File: src/rtl/ascii_num_parser_if.sv
// ascii_num_parser_if
//   Bundles the receive-FIFO read side and the parsed-result outputs of
//   ascii_num_parser.
//   Signals:
//     rx_empty      FIFO empty flag (head byte valid while 0)
//     rx_fifo_data  FIFO head byte
//     pop           one-cycle pulse removing the head byte
//     o_value       last accepted value (held between updates)
//     o_valid       one-cycle pulse, o_value refreshed in the same cycle
//     o_err         one-cycle pulse for a rejected line
//   Modports:
//     master  parser side (reads the FIFO, drives results)
//     slave   environment side (FIFO + result consumer)
interface ascii_num_parser_if;
  logic        rx_empty;
  logic [7:0]  rx_fifo_data;
  logic        pop;
  logic [11:0] o_value;
  logic        o_valid;
  logic        o_err;

  modport master (
    input  rx_empty,
    input  rx_fifo_data,
    output pop,
    output o_value,
    output o_valid,
    output o_err
  );

  modport slave (
    output rx_empty,
    output rx_fifo_data,
    input  pop,
    input  o_value,
    input  o_valid,
    input  o_err
  );
endinterface

File: src/rtl/ascii_num_parser.sv
// ascii_num_parser
//   Reads ASCII decimal lines from a receive FIFO and reports their value.
//   A line is up to MAX_DIGITS digits terminated by CR or LF. Lines that are
//   too long, contain a non-digit, or exceed MAX_VALUE raise o_err; a
//   terminator with no digits (e.g. the LF of a CR/LF pair) is ignored.
//   Each byte takes a fetch cycle and a process cycle, so pop never fires on
//   consecutive cycles.
//   Ports:
//     clk  system clock, rising edge
//     rst  asynchronous reset, active-low
//     bus  ascii_num_parser_if.master (FIFO read + result outputs)
module ascii_num_parser #(
  parameter int MAX_DIGITS = 4,
  parameter int MAX_VALUE  = 4095
) (
  input  logic               clk,
  input  logic               rst,
  ascii_num_parser_if.master bus
);

  localparam int ACC_W = 14;
  localparam int CNT_W = $clog2(MAX_DIGITS + 1);
  localparam logic [CNT_W-1:0] CNT_MAX = CNT_W'(MAX_DIGITS);
  localparam logic [ACC_W-1:0] ACC_MAX = ACC_W'(MAX_VALUE);

  typedef enum logic [2:0] {
    FETCH,
    PROC,
    DISCARD_FETCH,
    DISCARD_PROC,
    REPORT
  } state_t;

  state_t           state, state_nxt;
  logic [ACC_W-1:0] acc, acc_nxt;
  logic [CNT_W-1:0] cnt, cnt_nxt;
  logic [7:0]       byte_q, byte_nxt;
  logic             pop_q, pop_nxt;
  logic [11:0]      value_q, value_nxt;
  logic             valid_q, valid_nxt;
  logic             err_q, err_nxt;

  function automatic logic is_digit(input logic [7:0] b);
    return (b >= 8'h30) && (b <= 8'h39);
  endfunction

  function automatic logic is_term(input logic [7:0] b);
    return (b == 8'h0D) || (b == 8'h0A);
  endfunction

  // For a digit byte, b - 0x30 is simply its low nibble.
  function automatic logic [ACC_W-1:0] acc_step(input logic [ACC_W-1:0] a,
                                                input logic [7:0]       b);
    return ACC_W'(a * ACC_W'(10)) + ACC_W'(b[3:0]);
  endfunction

  always_ff @(posedge clk or negedge rst) begin
    if (!rst) begin
      state   <= FETCH;
      acc     <= '0;
      cnt     <= '0;
      byte_q  <= '0;
      pop_q   <= 1'b0;
      value_q <= '0;
      valid_q <= 1'b0;
      err_q   <= 1'b0;
    end else begin
      state   <= state_nxt;
      acc     <= acc_nxt;
      cnt     <= cnt_nxt;
      byte_q  <= byte_nxt;
      pop_q   <= pop_nxt;
      value_q <= value_nxt;
      valid_q <= valid_nxt;
      err_q   <= err_nxt;
    end
  end

  always_comb begin
    state_nxt = state;
    acc_nxt   = acc;
    cnt_nxt   = cnt;
    byte_nxt  = byte_q;
    pop_nxt   = 1'b0;
    value_nxt = value_q;
    valid_nxt = 1'b0;
    err_nxt   = 1'b0;

    case (state)
      // Both fetch states latch the head byte; the registered pop lands in
      // the following process cycle, after which the FIFO head advances.
      FETCH, DISCARD_FETCH: begin
        if (!bus.rx_empty) begin
          byte_nxt  = bus.rx_fifo_data;
          pop_nxt   = 1'b1;
          state_nxt = (state == FETCH) ? PROC : DISCARD_PROC;
        end
      end

      PROC: begin
        if (is_digit(byte_q)) begin
          if (cnt < CNT_MAX) begin
            acc_nxt   = acc_step(acc, byte_q);
            cnt_nxt   = cnt + CNT_W'(1);
            state_nxt = FETCH;
          end else begin
            state_nxt = DISCARD_FETCH;
          end
        end else if (is_term(byte_q)) begin
          if (cnt == '0) begin
            acc_nxt   = '0;
            cnt_nxt   = '0;
            state_nxt = FETCH;
          end else if (acc <= ACC_MAX) begin
            value_nxt = acc[11:0];
            valid_nxt = 1'b1;
            state_nxt = REPORT;
          end else begin
            err_nxt   = 1'b1;
            acc_nxt   = '0;
            cnt_nxt   = '0;
            state_nxt = FETCH;
          end
        end else begin
          state_nxt = DISCARD_FETCH;
        end
      end

      DISCARD_PROC: begin
        if (is_term(byte_q)) begin
          err_nxt   = 1'b1;
          acc_nxt   = '0;
          cnt_nxt   = '0;
          state_nxt = FETCH;
        end else begin
          state_nxt = DISCARD_FETCH;
        end
      end

      // o_valid is high during this cycle; no fetch so no pop here.
      REPORT: begin
        acc_nxt   = '0;
        cnt_nxt   = '0;
        state_nxt = FETCH;
      end

      default: state_nxt = FETCH;
    endcase
  end

  assign bus.pop     = pop_q;
  assign bus.o_value = value_q;
  assign bus.o_valid = valid_q;
  assign bus.o_err   = err_q;

endmodule

File: src/flat_wrapper.sv
// flat-port wrapper written by rule: the top's interface ports become plain ports
module ascii_num_parser_flat 
#(
  parameter int MAX_DIGITS = 4,
  parameter int MAX_VALUE  = 4095
)
  (clk, rst, bus_rx_empty, bus_rx_fifo_data, bus_pop, bus_o_value, bus_o_valid, bus_o_err);
  ascii_num_parser_if bus_i ();
  input  logic clk;
  input  logic rst;
  input wire logic [$bits(bus_i.rx_empty)-1:0] bus_rx_empty;
  input wire logic [$bits(bus_i.rx_fifo_data)-1:0] bus_rx_fifo_data;
  output wire logic [$bits(bus_i.pop)-1:0] bus_pop;
  output wire logic [$bits(bus_i.o_value)-1:0] bus_o_value;
  output wire logic [$bits(bus_i.o_valid)-1:0] bus_o_valid;
  output wire logic [$bits(bus_i.o_err)-1:0] bus_o_err;
  assign bus_i.rx_empty = bus_rx_empty;
  assign bus_i.rx_fifo_data = bus_rx_fifo_data;
  assign bus_pop = bus_i.pop;
  assign bus_o_value = bus_i.o_value;
  assign bus_o_valid = bus_i.o_valid;
  assign bus_o_err = bus_i.o_err;
  ascii_num_parser #(.MAX_DIGITS(MAX_DIGITS), .MAX_VALUE(MAX_VALUE)) u_core (.clk(clk), .rst(rst), .bus(bus_i));
endmodule
File: config.mk
export PLATFORM = sky130hd
export DESIGN_NAME = ascii_num_parser_flat
export DESIGN_NICKNAME = d
export VERILOG_FILES = /design/src/rtl/ascii_num_parser_if.sv /design/src/rtl/ascii_num_parser.sv /design/src/flat_wrapper.sv
export SDC_FILE = /design/constraint.sdc
export NUM_CORES = 1
export LEC_CHECK = 0
export ABC_CLOCK_PERIOD_IN_PS = 6800
export BUFFER_PORTS_ARGS = -buffer_cell sky130_fd_sc_hd__buf_2
export CAP_MARGIN = 20
export CORE_MARGIN = 2
export CORE_UTILIZATION = 63
export DETAILED_ROUTE_END_ITERATION = 12
export GPL_ROUTABILITY_DRIVEN = 1
export PLACE_DENSITY = 0.85
export SETUP_SLACK_MARGIN = 0.15
export SYNTH_ARGS = -nofsm -noshare
export SYNTH_HDL_FRONTEND = slang
export SYNTH_SLANG_ARGS = --single-unit
File: constraint.sdc
create_clock -name clk -period 6.8 [get_ports clk]
set_input_delay 0 -clock clk [delete_from_list [all_inputs] [get_ports clk]]
set_output_delay 0 -clock clk [all_outputs]
set_load 0.005 [all_outputs]
== Word-level counts from Yosys, hierarchy flattened ==
Index checks and enable logic that the tools add are counted.
Widths: inputs -> output; s select.

* Flip-flop bits (word level): 43
* Word-level logic and storage cells: 74
* Output and inout port bits: 15
* Input port bits: 11

* Multipliers: 1
* Bitwise gates (word level): 3
* $add $sub $neg: 2
* Reductions and logical operators: 9
* Muxes and demuxes: 36
* Eq/ne operators: 11
* $lt $le $gt $ge: 4

{| class="wikitable"
|+ Operators with widths
! operator !! number
|-
| $mux 14 || 6
|-
| $pmux 14 s3 || 1
|-
| $mux 3 || 11
|-
| $pmux 3 s3 || 2
|-
| $eq 8x4->1 const B || 2
|-
| $add 14x4->14 || 1
|-
| $le 14x12->1 const B || 1
|-
| $mul 14x3->13 const B || 1
|-
| $mux 1 || 12
|-
| $reduce_and 5->1 || 2
|-
| $ge 8x6->1 const B || 1
|-
| $le 8x6->1 const B || 1
|-
| $eq 3x2->1 const B || 2
|-
| $logic_not 3->1 || 2
|-
| $mux 2 || 3
|-
| $ne 4x2->1 const B || 1
|-
| $add 3x1->3 const B || 1
|-
| $eq 3x1->1 const B || 1
|-
| $eq 3x3->1 const B || 1
|-
| $lt 3x3->1 const B || 1
|-
| $ne 3x1->1 const B || 1
|-
| $ne 3x3->1 const B || 1
|-
| $not 1->1 || 3
|-
| $reduce_bool 3->1 || 1
|-
| 7 further kinds || 7
|}

== Logic depth before layout (Yosys ltp) ==
Gate-level depths: netlist (run 1).

* Depth after elaboration: 6
* Gate-level depth with buffers: 9
* Mapped depth without buffers: 9

== Worst setup path after synthesis (run 1) ==
No wires, ideal clock.

* Path type: reg2reg
* Start: register u_core.acc[1]
* End: register u_core.acc[13]
* Data required time: 6.720 ns
* Clock period less this slack: 2.977 ns
* Setup slack: 3.823 ns
* Arrival time: 2.897 ns
* Stages on the path, launching flop included: 10
* Library setup time: 0.080 ns
* Path buffers: 0
* Path through: dfrtp_1 -> ha_1 -> ha_1 -> fa_1 -> a21o_1 -> a211o_1 -> a21o_1 -> a2111o_1 -> or4_1 -> o211ai_2

* Word-level cells in the longest chain between the ends: 5
* Elaborated cells on any way between the ends: 8
* Classes of those cells: add/sub: 1; mul: 1; order compare: 1; eq/ne: 1; mux: 3; reduce/logical: 1

{| class="wikitable"
|+ RTL lines
! element !! line !! text
|-
| start, declared || ascii_num_parser.sv:35 || <nowiki>logic [ACC_W-1:0] acc, acc_nxt;</nowiki>
|-
| start signal, assigned || ascii_num_parser.sv:69 || <nowiki>acc <= acc_nxt;</nowiki>
|-
| $mul 14x3->13 || ascii_num_parser.sv:54 || <nowiki>return ACC_W'(a * ACC_W'(10)) + ACC_W'(b[3:0]);</nowiki>
|-
| $add 14x4->14 || ascii_num_parser.sv:54 ||
|-
| $mux 14 || ascii_num_parser.sv:102 || <nowiki>if (cnt < CNT_MAX) begin</nowiki>
|-
| $mux 14 || ascii_num_parser.sv:101 || <nowiki>if (is_digit(byte_q)) begin</nowiki>
|-
| $pmux 14 s3 || ascii_num_parser.sv:89 || <nowiki>case (state)</nowiki>
|}

Parallel ways exist; a longest one is shown, timed or not. The select of a mux whose other input is x is not followed.
A chain may end at the register's enable or synchronous reset.

== Worst setup path in the final report (run 1) ==
Ends and elaborated chain as after synthesis.

==> results of run 1 <==
[sequential cells by signal (all words and copies together), names as in the netlist]
| signal | flops |
|---|---|
| u_core.bus.pop | 1 |
| u_core.acc | 14 |
| u_core.bus.o_err | 1 |
| u_core.byte_q | 8 |
| u_core.cnt | 3 |
| u_core.bus.o_valid | 1 |
| u_core.bus.o_value | 12 |
| u_core.state | 3 |
[logic make-up after synthesis]
| family | after synthesis |
|---|---|
| flip-flops | 43 |
| AND/OR/NAND/NOR | 84 |
| AO/OA/AOI/OAI | 49 |
| adder cells (fa/ha/maj) | 26 |
| XOR/XNOR | 17 |
| buffers and inverters | 13 |
| multiplexers | 21 |
[metrics by stage]
stage / utilization / area [um2] / instances / setup slack, ps / hold WS [ps]
after floorplan: - / 2620 / 253 / 3820 / -296
after global placement: 0.701 / 2800 / 325 / 3740 / 179
after detailed placement: 0.701 / 2800 / 325 / 3700 / 188
after CTS: 0.755 / 3020 / 343 / 3660 / 410
after global routing: 0.755 / 3020 / 343 / 3470 / 446
final: 0.755 / 3020 / 343 / 3660 / 380
[routing by layer]
metal,vias to the layer above,wire [um],GRT usage
met1,1015,2420,0.335
met5,-,0,0
met2,55,2920,0.462
li1,996,-,-
met4,0,62,0.0925
met3,6,275,0.0487
[how the worst max path moves through the flow]
stage,end,depth (start not counted)
2_1_floorplan,u_core.acc[13],9
3_3_place_gp,u_core.acc[13],9
3_5_place_dp,u_core.acc[13],9
4_1_cts,u_core.acc[12],8
5_1_grt,u_core.acc[12],8
6_report,u_core.acc[13],9
[where the power goes]
group          leakage (nW)  internal (mW)  switching, mW
Combinational         0.952         0.0196         0.0180
Sequential            0.574          0.264        0.00934
Clock                0.0612          0.119         0.0881
[layout make-up]
| class | count | share of cell area |
|---|---|---|
| tap | 50 | 0.0207 |
| multi-input combinational | 197 | 0.496 |
| clock inverter | 2 | 0.0116 |
| inverter | 9 | 0.0112 |
| sequential | 43 | 0.356 |
| clock buffer | 6 | 0.0273 |
| timing repair buffer | 36 | 0.0771 |
[cells in the final DEF (no fill, tap or decap), drive strengths merged, types with 3 or more instances in the layout]
cell type and n:
inv 9, nand4 4, o21ai 14, and3 3
xnor2 7, nand3 6, clkbuf 6, nand2b 4
dlygate4sd3 10, nand2 33, o31ai 4, nor3 7
or2 3, mux2 20, xor2 10, a21o 6
nor3b 5, a21oi 6, buf 26, dfrtp 43
ha 24, nor2b 3, nor2 8
[critical path, cell delays in order (launching register included)]
cell and delay (ps):
dfrtp_1 440, ha_1 320, ha_1 230, fa_1 420, a21o_1 230, a211o_1 310, a21o_1 200, a2111o_1 420
or4_1 420, o211ai_2 70
==> impl_metrics.json, run 1 <==
{
  "synth_top_area_frac": 0.410,
  "min_period_ps": 3140,
  "routed_wl_um": 5680,
  "synth_area_leaders": "dfrtp_1, ha_1, mux2_2, nand2_1, xor2_1",
  "cts_max_path_buffers": 2,
  "vdd_drop_max_mv": 0.0957,
  "synth-seq-cells": 43,
  "nets": 329,
  "groute.usage.overall": 0.267,
  "slew-limit-headroom": 0.378,
  "status": "finished, final reports clean",
  "area_growth_pct": 15.1,
  "synthArstFlopShare": 1.00,
  "rows": 23,
  "dp_hpwl_um": 3970,
  "antenna_cells": 0,
  "clock.fmax_mhz": 319,
  "wire_per_inst_um": 16.6,
  "post_cts.repair.setup_buffers": 0,
  "rsz0062_at_grt": "no",
  "postSynthAreaPerCell_um2": 10.4,
  "fill_cells": 262,
  "io_pins": 26,
  "overflow": 0,
  "rr_worst_depth": 9,
  "cts.sinks": 43,
  "synth_xor_area_frac": 0.0567,
  "cts_root_buf": "clkbuf_8",
  "setup_viol": 0,
  "cts_buffers": 5,
  "htreeDepth": 2,
  "portBuffers": 25,
  "slew_viol_final": 0,
  "regArea_mm2": 0.00108,
  "die_w_um": 68.5,
  "muxShareOfSynthArea": 0.0897,
  "finClkSkew_ps": 6.20,
  "multi_input_area_mm2": 0.00150,
  "r2r-start": "u_core.acc[1]",
  "drcViolationCount": 0,
  "avgViaCountPerCell": 6.04,
  "grt_antenna_before_repair": 0,
  "cap_violations": 0,
  "synthSimpleGateAreaFrac": 0.165,
  "vias": 2072,
  "power.density_mw_per_mm2": 172,
  "finalPower_uw": 518,
  "ys.flop_type": "dfrtp_1",
  "worstReg2RegEnd": "u_core.acc[13]",
  "grt_pass1_vias": 1941,
  "crit_required_ps": 7020,
  "synth.distinct_cells": 46,
  "synth_most_common_cell": "dfrtp_1",
  "yosys.area.top_type": "dfrtp_1",
  "syn_inst": 253,
  "crit_fanout": 5,
  "ctsResizeCount": 0,
  "setup.worst_path.start_class": "flip-flop",
  "drtAntennaViolNets": 0,
  "critPathLaunch": "u_core.acc[1]",
  "hold_viol": 0,
  "grt_pass1_wl_um": 9110,
  "syn-num-nets": 290,
  "die_h_um": 68.5,
  "synth_top_family_by_area": "simple AND/OR/NAND/NOR gates",
  "core-area_mm2": 0.00400,
  "synth_fa_ha_area_frac": 0.130,
  "ys_warn_count": 0,
  "gp_congestion": 0.897,
  "fin_crit_sh": 0.461,
  "cts_tree": "yes",
  "drive_gt1_frac": 0.208,
  "drt_iter0_drc": 155,
  "p_leak_nw": 1.59,
  "netlist_area_mm2": 0.00262,
  "setup_tns_ps": 0,
  "endpoint_kind": "flip-flop",
  "synth_compound_area_frac": 0.129,
  "initial_core_util": 0.656,
  "ys_top_cells_by_count": "dfrtp_1, nand2_1, ha_1",
  "clkLatencyLatePin_ps": 290,
  "clkTransAtPathRegs_ps": 80,
  "grt_start_max_net_pins": 44,
  "holdCritPathClass": "in2async",
  "r2r_slack_ps": 3660,
  "synth-edff-count": 0,
  "worst_pin_slew_ps": 933,
  "crit_type": "reg2reg",
  "die_area_mm2": 0.00470,
  "arrival_ps": 3360,
  "ys_seq_area_frac": 0.410,
  "first_pass_iters": 4,
  "cts_hold_buf": 10
}
Note: power is estimated with default switching activity, not from simulation.
==> inputs of run 2 (changes only) <==
--- a/config.mk
+++ b/config.mk
@@ -5,14 +5,14 @@
 export SDC_FILE = /design/constraint.sdc
 export NUM_CORES = 1
 export LEC_CHECK = 0
-export ABC_CLOCK_PERIOD_IN_PS = 6800
+export ABC_CLOCK_PERIOD_IN_PS = 2500
 export BUFFER_PORTS_ARGS = -buffer_cell sky130_fd_sc_hd__buf_2
 export CAP_MARGIN = 20
 export CORE_MARGIN = 2
-export CORE_UTILIZATION = 63
+export CORE_UTILIZATION = 53
 export DETAILED_ROUTE_END_ITERATION = 12
 export GPL_ROUTABILITY_DRIVEN = 1
-export PLACE_DENSITY = 0.85
+export PLACE_DENSITY = 0.77
 export SETUP_SLACK_MARGIN = 0.15
 export SYNTH_ARGS = -nofsm -noshare
 export SYNTH_HDL_FRONTEND = slang
==> constraint.sdc (replaced) <==
create_clock -name clk -period 2.5 [get_ports clk]
set_input_delay 0 -clock clk [delete_from_list [all_inputs] [get_ports clk]]
set_output_delay 0 -clock clk [all_outputs]
set_load 0.005 [all_outputs]
==> impl_metrics.json, run 2 (synthesis gave the netlist of run 1 again) <==
{
  "clock.fmax_mhz": 346,
  "arrival_ps": 3120,
  "portBuffers": 25,
  "drtAntennaViolNets": 0,
  "overflow": 0,
  "wire_per_inst_um": 18.2,
  "power.density_mw_per_mm2": 368,
  "setup_slack_ps": -393,
  "setup.worst_path.start_class": "flip-flop",
  "crit_type": "reg2reg",
  "vias": 2383,
  "cp_slowest_cell": "or4_4",
  "routed_wl_um": 7550,
  "htreeDepth": 2,
  "min_period_ps": 2890,
  "finClkSkew_ps": 6.92,
  "violations": "setup timing",
  "io_pins": 26,
  "avgViaCountPerCell": 5.76,
  "grt_antenna_before_repair": 0,
  "layout_commonest_cell": "buf_4",
  "rsz0062_at_grt": "yes",
  "antenna_cells": 0,
  "dp.cells": 384,
  "die_h_um": 74.4,
  "multi_input_area_mm2": 0.00173,
  "grt_pass1_vias": 2386,
  "crit_top_cell": "a21o_1",
  "clkLatencyLatePin_ps": 310,
  "worst-path-buf-inv": 0,
  "cts_tree": "yes",
  "crit_chain": "ha_1 -> ha_2 -> fa_2 -> a21o_1 -> a211o_1 -> a21o_1 -> a2111o_1 -> or4_4 -> o211ai_2",
  "clkTransAtPathRegs_ps": 80,
  "largest_reg_flops": 14,
  "path_delay_family": "compound AO/OA/AOI/OAI gates",
  "grt_start_max_net_pins": 44,
  "status": "finished, violations left",
  "stdcell_count": 414,
  "die_w_um": 74.4,
  "gp_congestion": 0.870,
  "rr_worst_depth": 9,
  "cp_slowest_stage_delay_ps": 420,
  "cap_violations": 0,
  "final_cell_mix": "buf_4, dfrtp_1, nand2_1",
  "holdWs_ps": 381,
  "slew_viol_final": 0,
  "setup_viol": 6,
  "die_area_mm2": 0.00553,
  "drive_gt1_frac": 0.409,
  "endpoint_kind": "flip-flop",
  "first_pass_iters": 4,
  "groute.usage.overall": 0.284,
  "holdCritPathClass": "in2async",
  "slew-limit-headroom": 0.381,
  "crit_required_ps": 2730,
  "area_growth_pct": 40.4,
  "cp.depth": 9,
  "cts_buffers": 5,
  "hold_viol": 0,
  "cts.sinks": 43,
  "nets": 383,
  "drt_iter0_drc": 270,
  "rows": 25,
  "fin_crit_sh": 1.16,
  "cts_root_buf": "clkbuf_8",
  "cts_max_path_buffers": 2,
  "drcViolationCount": 0,
  "crit_fanout": 2,
  "p_leak_nw": 1.89,
  "worst_pin_slew_ps": 929,
  "regArea_mm2": 0.00108,
  "vdd_drop_max_mv": 0.423,
  "fill_cells": 292,
  "dp_hpwl_um": 4500,
  "regMostFlops": "u_core.acc",
  "grt_pass1_wl_um": 11400,
  "core-area_mm2": 0.00475,
  "initial_core_util": 0.552
}
## run 2: worst paths after layout
kind / from / end / slack (ps)
min in group clk: bus_rx_empty / u_core.state[0] / 390
hold / removal: rst / u_core.acc[13] / 380
setup / recovery: u_core.acc[3] / u_core.acc[13] / -390
max in group asynchronous: rst / u_core.acc[6] / 1480
hold reg to reg: u_core.bus.o_value[9] / u_core.bus.o_value[9] / 500
setup reg to reg: u_core.acc[3] / u_core.acc[13] / -390
## run 2: worst register-to-register path: stages, from the launching register on
cell      delay (ps)
dfrtp_1          390
ha_1             300
ha_2             190
fa_2             370
a21o_1           210
a211o_1          280
a21o_1           180
a2111o_1         380
or4_4            420
o211ai_2          80
## run 2: metrics by stage
stage                     power [mW]  TNS (ps)  cell area (um2)  setup slack [ps]  utilization
after CTS                       1.35      -938             3560              -313        0.749
final                           1.36     -1250             3680              -393        0.775
after global routing            1.40     -1670             3680              -447        0.775
after floorplan                0.806      -466             2670              -335            -
after global placement         0.842      -956             3190              -352        0.670
after detailed placement       0.848     -1200             3190              -400        0.670
## run 2: report_power, final
group	switching (mW)	leakage (nW)	internal, mW
combinational	0.0541	1.27	0.0560
sequential	0.0265	0.573	0.718
clock	0.249	0.0515	0.252
total	0.329	1.89	1.03
## run 2: layout make-up
type	count	area share
Multi-Input combinational cell	197	0.470
Sequential cell	43	0.292
Timing Repair Buffer	90	0.178
Clock buffer	8	0.0272
Tap cell	67	0.0228
Inverter	9	0.00917
## run 2: what timing repair did
| action | CTS | global route |
|---|---|---|
| resized for setup | 18 | 18 |
| endpoints found under the setup margin | 6 | 8 |
| hold buffers | 10 | 0 |
| hold endpoints to repair | 53 | 0 |
| buffers inserted | 8 | 4 |
| pin swaps | 9 | 8 |
## run 2: per-layer routing
| metal | wire, um | part of all wire | vias to the layer above | global-route usage |
|---|---|---|---|---|
| met5 | 0 | 0 | - | 0 |
| met4 | 391 | 0.052 | 0 | 0.169 |
| met3 | 350 | 0.046 | 38 | 0.0501 |
| met2 | 3940 | 0.52 | 94 | 0.503 |
| met1 | 2870 | 0.38 | 1143 | 0.318 |
| li1 | - | - | 1108 | - |
==> inputs of run 3 (changes only) <==
--- a/config.mk
+++ b/config.mk
@@ -5,14 +5,14 @@
 export SDC_FILE = /design/constraint.sdc
 export NUM_CORES = 1
 export LEC_CHECK = 0
-export ABC_CLOCK_PERIOD_IN_PS = 2500
+export ABC_CLOCK_PERIOD_IN_PS = 3340
 export BUFFER_PORTS_ARGS = -buffer_cell sky130_fd_sc_hd__buf_2
 export CAP_MARGIN = 20
 export CORE_MARGIN = 2
-export CORE_UTILIZATION = 53
+export CORE_UTILIZATION = 63
 export DETAILED_ROUTE_END_ITERATION = 12
 export GPL_ROUTABILITY_DRIVEN = 1
-export PLACE_DENSITY = 0.77
+export PLACE_DENSITY = 0.85
 export SETUP_SLACK_MARGIN = 0.15
 export SYNTH_ARGS = -nofsm -noshare
 export SYNTH_HDL_FRONTEND = slang
==> constraint.sdc (replaced) <==
create_clock -name clk -period 3.34 [get_ports clk]
set_input_delay 0 -clock clk [delete_from_list [all_inputs] [get_ports clk]]
set_output_delay 0 -clock clk [all_outputs]
set_load 0.005 [all_outputs]
==> impl_metrics.json, run 3 (synthesis gave the netlist of run 1 again) <==
{
  "holdWs_ps": 379,
  "holdCritPathClass": "in2async",
  "grt_pass1_wl_um": 8990,
  "postLayoutCoreUtil": 0.765,
  "largest_reg_flops": 14,
  "initial_core_util": 0.656,
  "setup.worst_path.start_class": "flip-flop",
  "finClkSkew_ps": 4.77,
  "cts.sinks": 43,
  "cts_buffers": 5,
  "crit_type": "reg2reg",
  "slew_viol_final": 0,
  "io_pins": 26,
  "die_area_mm2": 0.00470,
  "endpoint_kind": "flip-flop",
  "vdd_drop_max_mv": 0.213,
  "antenna_cells": 0,
  "rows": 23,
  "drtAntennaViolNets": 0,
  "cts_max_path_buffers": 2,
  "rsz0062_at_grt": "no",
  "hold_viol": 0,
  "power.density_mw_per_mm2": 363,
  "dpl-instance-area_mm2": 0.00281,
  "wire_per_inst_um": 16.3,
  "portBuffers": 25,
  "avgViaCountPerCell": 6.04,
  "die_w_um": 68.5,
  "cts_tree": "yes",
  "p_leak_nw": 1.60,
  "routed_wl_um": 5640,
  "grt_antenna_before_repair": 0,
  "final_cell_mix": "dfrtp_1, nand2_1, buf_2",
  "vias": 2089,
  "core-area_mm2": 0.00400,
  "grt_start_max_net_pins": 44,
  "drive_gt1_frac": 0.220,
  "regMostFlops": "u_core.acc",
  "drcViolationCount": 0,
  "arrival_ps": 3270,
  "nets": 332,
  "fin_crit_sh": 0.914,
  "slew-limit-headroom": 0.379,
  "setup_viol": 0,
  "final_area_mm2": 0.00306,
  "min_period_ps": 3050,
  "crit_required_ps": 3560,
  "dp_hpwl_um": 3990,
  "gp_congestion": 0.898,
  "clock.fmax_mhz": 328,
  "worst_pin_slew_ps": 931,
  "htreeDepth": 2,
  "area_growth_pct": 16.7,
  "layout_commonest_cell": "dfrtp_1",
  "die_h_um": 68.5,
  "cap_violations": 0,
  "clkTransAtPathRegs_ps": 80,
  "drt_iter0_drc": 141,
  "first_pass_iters": 4,
  "setup_tns_ps": 0,
  "groute.usage.overall": 0.262,
  "crit_fanout": 4,
  "clkLatencyLatePin_ps": 290,
  "overflow": 0,
  "cts_root_buf": "clkbuf_8",
  "grt_pass1_vias": 1990,
  "status": "finished, final reports clean",
  "rr_worst_depth": 9
}
-- run 3: cell count changes in the layout (fill, tap and decap cells not counted), sizes merged --
cell | previous run | this run
buf | 80 | 29
bufinv | 0 | 2
clkbuf | 8 | 6
-- run 3: layout make-up --
class | instances | area [um2]
fillers | 256 | 938
clock inverters | 2 | 60.1
well taps | 50 | 62.6
inverters | 9 | 33.8
clock buffers | 6 | 72.6
multi-input cells | 197 | 1500
repair buffers | 39 | 255
flip-flops and latches | 43 | 1080
-- run 3: report_power, final --
group / total [mW] / switching (mW) / leakage (nW) / internal [mW]
combinational: 0.0769 / 0.0365 / 0.966 / 0.0404
clock: 0.479 / 0.180 / 0.0654 / 0.299
sequential: 0.557 / 0.0190 / 0.573 / 0.538
total: 1.11 / 0.235 / 1.60 / 0.877
-- run 3: path summary, 6_finish.rpt --
path / from / endpoint / slack, ps
worst max-delay path: u_core.acc[1] / u_core.acc[13] / 290
worst max register to register: u_core.acc[1] / u_core.acc[13] / 290
max in group asynchronous: rst / u_core.acc[1] / 2320
worst min register to register: u_core.bus.o_value[2] / u_core.bus.o_value[2] / 510
worst min-delay path: rst / u_core.state[2] / 380
min in group clk: bus_rx_empty / u_core.state[0] / 400
-- run 3: per-layer routing --
metal | share of wire | vias up | global-route usage
met2 | 0.50 | 44 | 0.447
li1 | - | 996 | -
met5 | 0 | - | 0
met3 | 0.034 | 14 | 0.0390
met1 | 0.44 | 1035 | 0.326
met4 | 0.026 | 0 | 0.123
-- run 3: timing repair --
action / 4_1_cts / 5_1_grt
setup endpoints to repair: 0 / 1
resized for setup: 0 / 2
endpoints found under the hold margin: 53 / 0
hold buffers: 10 / 0
setup buffers: 0 / 2
-- run 3: through the flow --
stage | cells | setup WS (ps) | power, mW
3_5_place_dp | 326 | 223 | 0.634
3_3_place_gp | 326 | 278 | 0.628
2_1_floorplan | 253 | 363 | 0.603
4_1_cts | 344 | 190 | 1.12
6_report | 346 | 288 | 1.11
5_1_grt | 346 | 169 | 1.16
-- run 3: critical path, cell delays in order (launching register included) --
cell      delay, ps
dfrtp_2         440
ha_1            300
ha_1            230
fa_2            360
a21o_1          220
a211o_1         310
a21o_1          200
a2111o_1        430
or4_1           420
o211ai_2         70
